`src/rtl/memory_arbiter.sv`:
```
// memory_arbiter: shares one memory-controller port between the fetch unit
// (IF) and the execute unit (EX). Each access walks IDLE -> ACCESS -> CAPTURE
// -> IDLE, so a request sampled in IDLE completes two cycles later and the
// next grant can happen one cycle after that.
//
// Build option:
//   MEM_ARB_ROUND_ROBIN_EN undefined : fixed priority, EX wins every tie.
//   MEM_ARB_ROUND_ROBIN_EN defined   : ties go to the requester that was not
//                                      granted last (EX first after reset).
//
// Handshake: a requester raises req with stable operands and holds it until
// its done pulse. It drops req in the cycle after done. Operands are latched
// at the grant edge, so later changes to req/addr/data are ignored until IDLE.
// A req still high when IDLE is re-entered is treated as a new request.

package memory_utils;
  // 12-bit machine word used for every address and data path.
  typedef logic [11:0] word_t;

  // Encoding of mem_read_type toward the memory controller.
  localparam logic INSTRUCTION_FETCH = 1'b0;
  localparam logic DATA_READ         = 1'b1;
endpackage

module memory_arbiter
  import memory_utils::*;
(
  input  logic        clk,
  input  logic        rst_n,
  // fetch unit
  input  logic        if_req,
  input  logic [11:0] if_addr,
  output logic        if_done,
  // execute unit
  input  logic        ex_req,
  input  logic        ex_we,
  input  logic [11:0] ex_addr,
  input  logic [11:0] ex_wdata,
  output logic        ex_done,
  // shared read data
  output logic [11:0] rdata,
  // memory controller
  output logic [11:0] mem_address,
  output logic [11:0] mem_write_data,
  output logic        mem_read_enable,
  output logic        mem_write_enable,
  output logic        mem_read_type,
  input  logic [11:0] mem_read_data,
  // status
  output logic        busy,
  output logic [1:0]  o_dbg_state
);

  typedef enum logic [1:0] {
    S_IDLE    = 2'd0,
    S_ACCESS  = 2'd1,
    S_CAPTURE = 2'd2
  } state_t;

  state_t r_state;
  logic   r_owner_ex;   // 1: current access belongs to EX, 0: to IF
  logic   r_we;         // latched operation of the current access
  word_t  r_rdata;
  word_t  r_addr;
  word_t  r_wdata;
  logic   r_rd_en;
  logic   r_wr_en;
  logic   r_rd_type;
  logic   r_if_done;
  logic   r_ex_done;

  logic   w_any_req;
  logic   w_grant_ex;

`ifdef MEM_ARB_ROUND_ROBIN_EN
  // 1: EX was granted last, 0: IF was granted last (reset prefers EX).
  logic   r_last_ex;

  // Round-robin tie break: EX wins unless IF is also asking and EX went last.
  always_comb begin
    w_grant_ex = ex_req & (~if_req | ~r_last_ex);
  end

  // Remember which requester received the most recent grant.
  always_ff @(posedge clk or negedge rst_n) begin
    if (!rst_n) begin
      r_last_ex <= 1'b0;
    end else if (r_state == S_IDLE && w_any_req) begin
      r_last_ex <= w_grant_ex;
    end
  end
`else
  // Fixed priority: EX takes every cycle in which it is requesting.
  always_comb begin
    w_grant_ex = ex_req;
  end
`endif

  assign w_any_req = if_req | ex_req;

  // Arbitration FSM; every controller-facing output is registered here.
  always_ff @(posedge clk or negedge rst_n) begin
    if (!rst_n) begin
      r_state    <= S_IDLE;
      r_owner_ex <= 1'b0;
      r_we       <= 1'b0;
      r_rdata    <= '0;
      r_addr     <= '0;
      r_wdata    <= '0;
      r_rd_en    <= 1'b0;
      r_wr_en    <= 1'b0;
      r_rd_type  <= 1'b0;
      r_if_done  <= 1'b0;
      r_ex_done  <= 1'b0;
    end else begin
      case (r_state)
        S_IDLE: begin
          r_if_done <= 1'b0;
          r_ex_done <= 1'b0;
          if (w_any_req) begin
            r_state    <= S_ACCESS;
            r_owner_ex <= w_grant_ex;
            if (w_grant_ex) begin
              r_addr    <= ex_addr;
              r_wdata   <= ex_wdata;
              r_we      <= ex_we;
              r_wr_en   <= ex_we;
              r_rd_en   <= ~ex_we;
              r_rd_type <= DATA_READ;
            end else begin
              // Fetches are always reads; write data keeps its last value.
              r_addr    <= if_addr;
              r_we      <= 1'b0;
              r_wr_en   <= 1'b0;
              r_rd_en   <= 1'b1;
              r_rd_type <= INSTRUCTION_FETCH;
            end
          end
        end

        S_ACCESS: begin
          // Enables last exactly one cycle; read data is sampled on this edge.
          r_state <= S_CAPTURE;
          r_rd_en <= 1'b0;
          r_wr_en <= 1'b0;
          if (!r_we) begin
            r_rdata <= mem_read_data;
          end
          r_ex_done <= r_owner_ex;
          r_if_done <= ~r_owner_ex;
        end

        S_CAPTURE: begin
          // Done was visible for this one cycle; address/data stay put.
          r_state   <= S_IDLE;
          r_if_done <= 1'b0;
          r_ex_done <= 1'b0;
        end

        default: begin
          r_state   <= S_IDLE;
          r_rd_en   <= 1'b0;
          r_wr_en   <= 1'b0;
          r_if_done <= 1'b0;
          r_ex_done <= 1'b0;
        end
      endcase
    end
  end

  assign if_done          = r_if_done;
  assign ex_done          = r_ex_done;
  assign rdata            = r_rdata;
  assign mem_address      = r_addr;
  assign mem_write_data   = r_wdata;
  assign mem_read_enable  = r_rd_en;
  assign mem_write_enable = r_wr_en;
  assign mem_read_type    = r_rd_type;
  assign busy             = (r_state != S_IDLE);
  assign o_dbg_state      = r_state;

endmodule

```
`config.mk`:
```
export PLATFORM = sky130hd
export DESIGN_NAME = memory_arbiter
export DESIGN_NICKNAME = d
export VERILOG_FILES = /design/src/rtl/memory_arbiter.sv
export SDC_FILE = /design/constraint.sdc
export NUM_CORES = 1
export LEC_CHECK = 0
export ABC_AREA = 1
export BUFFER_PORTS_ARGS = -buffer_cell sky130_fd_sc_hd__buf_4
export CORE_ASPECT_RATIO = 1.4
export CORE_MARGIN = 2
export CORE_UTILIZATION = 25
export CTS_CLUSTER_SIZE = 30
export DETAILED_ROUTE_END_ITERATION = 8
export GPL_TIMING_DRIVEN = 0
export PLACE_DENSITY = 0.58
export SYNTH_ARGS = -nofsm -noshare
export SYNTH_HDL_FRONTEND = slang
export SYNTH_SLANG_ARGS = --single-unit
```
`constraint.sdc`:
```
create_clock -name clk -period 1.12 [get_ports clk]
set_input_delay 0.112 -clock clk [delete_from_list [all_inputs] [get_ports clk]]
set_output_delay 0.112 -clock clk [all_outputs]
set_load 0.03 [all_outputs]
```
## Word level (Yosys, flattened, before mapping)

Cells that the tools add are included.

- Eq/ne operators: 3
- Reduce and logical (&&, ||, !) cells: 6
- Bitwise gates (word level): 5
- Mux-type cells: 12

Operator list:

| cell | number |
|---|---|
| 12-bit two-way mux | 1 |
| 1-bit two-way mux | 7 |
| 2-bit AND reduction | 3 |
| 1-bit inverter | 4 |
| 1-bit case mux with 2 select lines | 2 |
| 2-bit case mux with 2 select lines | 1 |
| 3-bit AND reduction | 1 |
| 2-bit by 1-bit == test with 1-bit output, second input constant | 1 |
| 2-bit == test, second input constant | 1 |
| 2-bit logical NOT | 1 |
| 2-bit two-way mux | 1 |
| 2-bit != test, second input constant | 1 |
| 2-bit nonzero test | 1 |
| 1-bit OR | 1 |

- Word-level logic and storage cells: 37
- Register bits after elaboration: 45
- Input port bits: 53
- Output and inout port bits: 44

## Longest topological paths before layout

- Word-level depth: 4
- Gate-level depth with buffers: 6
- Mapped depth without buffers: 5

## Worst setup path before layout

OpenSTA, ideal clock, no wires.

- Path type: reg2reg
- Start point: register r_state[0] (netlist: o_dbg_state[0])
- End point: register r_addr[10] (netlist: mem_address[10])
- Arrival: 1.188 ns
- Stages on the path, launching flop included: 7
- Data required time: 1.003 ns
- Buffers on the path: 1
- Library setup time: 0.117 ns
- Slack: -0.184 ns
- Clock period less this slack: 1.304 ns
- Cell sequence: dfrtp_1 -> inv_2 -> nand2_2 -> nor2_4 -> buf_6 -> nand2_1 -> nand2_1

- Longest elaborated chain between the ends: 2

RTL lines:

| element | line | source |
|---|---|---|
| start, declared | 60 | `state_t r_state;` |
| start signal, assigned | 104 | `r_state <= S_IDLE;` |
| start signal, assigned | 121 | `r_state <= S_ACCESS;` |
| start signal, assigned | 143 | `r_state <= S_CAPTURE;` |
| 2-bit logical NOT | 116 | `case (r_state)` |
| 2-bit AND reduction (no line) | - |  |
| end signal, assigned | 124 | `r_addr <= ex_addr;` |
| end signal, assigned | 132 | `r_addr <= if_addr;` |
| end, declared | 64 | `word_t r_addr;` |

No other way between the ends.
A chain may end at the register's enable or synchronous reset.

## Worst setup path after layout

- Start point: register r_state[1] (netlist: o_dbg_state[1])
- End point: output port busy

- Longest elaborated chain between the ends: 1

RTL lines:

| element | line | source |
|---|---|---|
| 2-bit nonzero test | 179 | `assign busy = (r_state != S_IDLE);` |
| end, declared | 50 | `output logic busy,` |

No other way between the ends.

==> reports/metrics.yaml <==
status: "finished with violations"
violations: "setup timing"
avgSynthCellArea_um2: 8.50
worst_r2r_endpoint: "mem_write_data[3]"
hold_violations: 0
place_congestion: 0.767
power_density_nw_per_um2: 2950
mostFrequentLayoutCells: "buf_4 (103), nand2_1 (85), dfrtp_1 (42)"
grt.total_usage: 0.126
final_common_cell: "buf_4"
first_pass_iters: 4
path_clk_slew_ns: 0.08
cp.depth: 3
grt_pass1_vias: 1760
start_util: 0.259
die_h_um: 107
grt_most_used_layer: "met2"
dieArea_um2: 8340
instances_no_fill: 437
slowest_stage: "dfrtp_2"
leakage_uw: 0.00169
max-cap-violations: 0
synth_fp_nets: 277
clockRootBuffer: "clkbuf_8"
final-max-slew-violation-count: 0
cts_buffer_depth: 2
synth_warnings: 0
rsz0062_at_grt: "yes"
vias: 1799
finalSetupViolations: 13
clock_sinks: 44
cts_buffers: 5
drc: 0
ys_seq_area_frac: 0.579
setup_slack_ns: -0.0250
synth-seq-cells: 44
overflow: 0
use_met3: 0.0210
io_buffer_count: 96
crit_end: "busy"
syn_area_um2: 1900
clkLatencyLatePin_ns: 0.29
startpoint_type: "flop"
rows: 37
fin_crit_ns: 1.15
die_w_um: 77.7
drt_wl_total_um: 5080
drtIter0Drc: 81
path_cells: "inv_4 > nand2_4 > buf_6"
crit_path_start: "o_dbg_state[1]"
grt_pass1_wl_um: 8250
fill_cells: 773
rr_startpoint: "o_dbg_state[1]"
layout.nets: 392
fin_skew_ns: 0.0106
r2r_slack_ns: -0.03
gr-usage-met2: 0.224
max_freq_mhz: 873
syn2layout_area_growth_pct: 59.0
required_ns: 1.01
slew-limit-headroom: 0.619
cts_tree: "built"
critical_path_class: "flop to output pin"
tightestPinTransition_ns: 0.572
synth_cell_types: 16
final_util: 0.411
grt_max_degree: 45
cpLargestDelayFamily: "flip-flops"
hpwl_um: 3740
cp-end-kind: "output pin"
pre_cts_ws_ns: -0.116
diodes: 0
timing.final.crit_share: 1.02
worstPathMaxFanout: 4
drt-vias-per-instance: 4.12
postSynthCellCount: 224
rr_worst_depth: 6
drive_above_1_share: 0.415
h-tree-depth: 2
wl_per_cell_um: 11.6
use_met1: 0.145
drtAntennaViolNets: 0
hold_class: "input pin to flop"
critPathMaxStageDelay_ns: 0.45
arrival_ns: 1.03
vdd_drop_max_mv: 0.950
dpl.cell_count: 417
critPathBufInv: 2
io_pins: 97
antenna_found_initial: 0
finalPower_uw: 8920
core_um2: 7360
-- synthesized netlist by cell type --
cell      instances  area share
nor2_4            2       0.012
nand2_2           1      0.0033
buf_2             3      0.0079
nand2_1          94        0.19
inv_1            26       0.051
dfrtp_1          44        0.58
buf_4             3       0.012
nand3b_4          1       0.011
clkbuf_1          1      0.0020
nand3_1          15       0.039
o21ai_0          22       0.058
nor2_1            3      0.0059
o21ai_2           1      0.0046
inv_2             2      0.0039
buf_6             3       0.018
o21ai_1           3      0.0079
-- worst min-delay path: cells and delay by family --
family | cells | cell delay (ns)
buffers and inverters | 1 | 0.07
and+or+nand+nor | 2 | 0.12
-- worst min path at each step --
stage	start	endpoint	slack (ns)	cells past startpoint
after global placement	rst_n	mem_address[6]	0.14	1
after CTS	ex_wdata[7]	mem_write_data[7]	0.04	3
after detailed placement	rst_n	mem_address[10]	0.15	1
after floorplan	rst_n	ex_done	-0.18	0
after global routing	ex_wdata[10]	mem_write_data[10]	0.05	3
final	ex_wdata[4]	mem_write_data[4]	0.05	3
-- state kept, by name, indices dropped and copies added, names as in the netlist --
name	count
mem_write_enable	1
o_dbg_state	2
mem_read_enable	1
r_we	1
ex_done	1
mem_address	12
mem_write_data	12
if_done	1
r_owner_ex	1
rdata	12
-- cell families (layout without fill, tap and decap cells) --
family | after synthesis | in the layout | synth area share
AOI/OAI and AO/OA | 26 | 26 | 0.0703
and+or+nand+nor | 116 | 116 | 0.256
DFF | 44 | 44 | 0.579
buffers and inverters | 38 | 154 | 0.0947
-- layout make-up --
cell class                 count  area [µm²]  area share
multi-input combinational    142         663       0.219
timing repair buffer         108         845       0.279
inverter                      28         108      0.0356
sequential                    44        1100       0.365
tap                           97         121      0.0401
clock inverter                 1        7.51     0.00248
buffer                        10        91.3      0.0302
clock buffer                   7        86.3      0.0285
-- layer usage --
layer | vias to the layer above | share of wire | wire length, µm
met5 | - | 0 | 0
met4 | 0 | 0.027 | 136
met3 | 9 | 0.043 | 217
met2 | 48 | 0.54 | 2730
met1 | 832 | 0.39 | 2000
li1 | 910 | - | -
-- power breakdown --
group,internal (µW),switching [µW],leakage (µW),total [µW]
combinational,2080,3010,0.00110,5090
clock,502,524,0.0000445,1030
sequential,2340,460,0.000546,2800
-- repair_timing --
action / in CTS / in global routing
setup endpoints to repair: 23 / 32
gates cloned: 1 / 2
hold buffers: 1 / 0
hold endpoints to repair: 44 / 0
resized for setup: 11 / 12
buffers inserted: 5 / 3
pin swaps: 3 / 1
-- metrics by stage --
stage | hold WS (ns) | area [µm²] | TNS, ns
after floorplan | -0.184 | 1920 | -0.184
after detailed placement | 0.148 | 2760 | -1.53
after CTS | 0.0389 | 2960 | -0.499
final | 0.0490 | 3030 | -0.123
after global placement | 0.144 | 2760 | -0.978
after global routing | 0.0451 | 3030 | -1.42
Note: power is estimated with default switching activity, not from simulation.
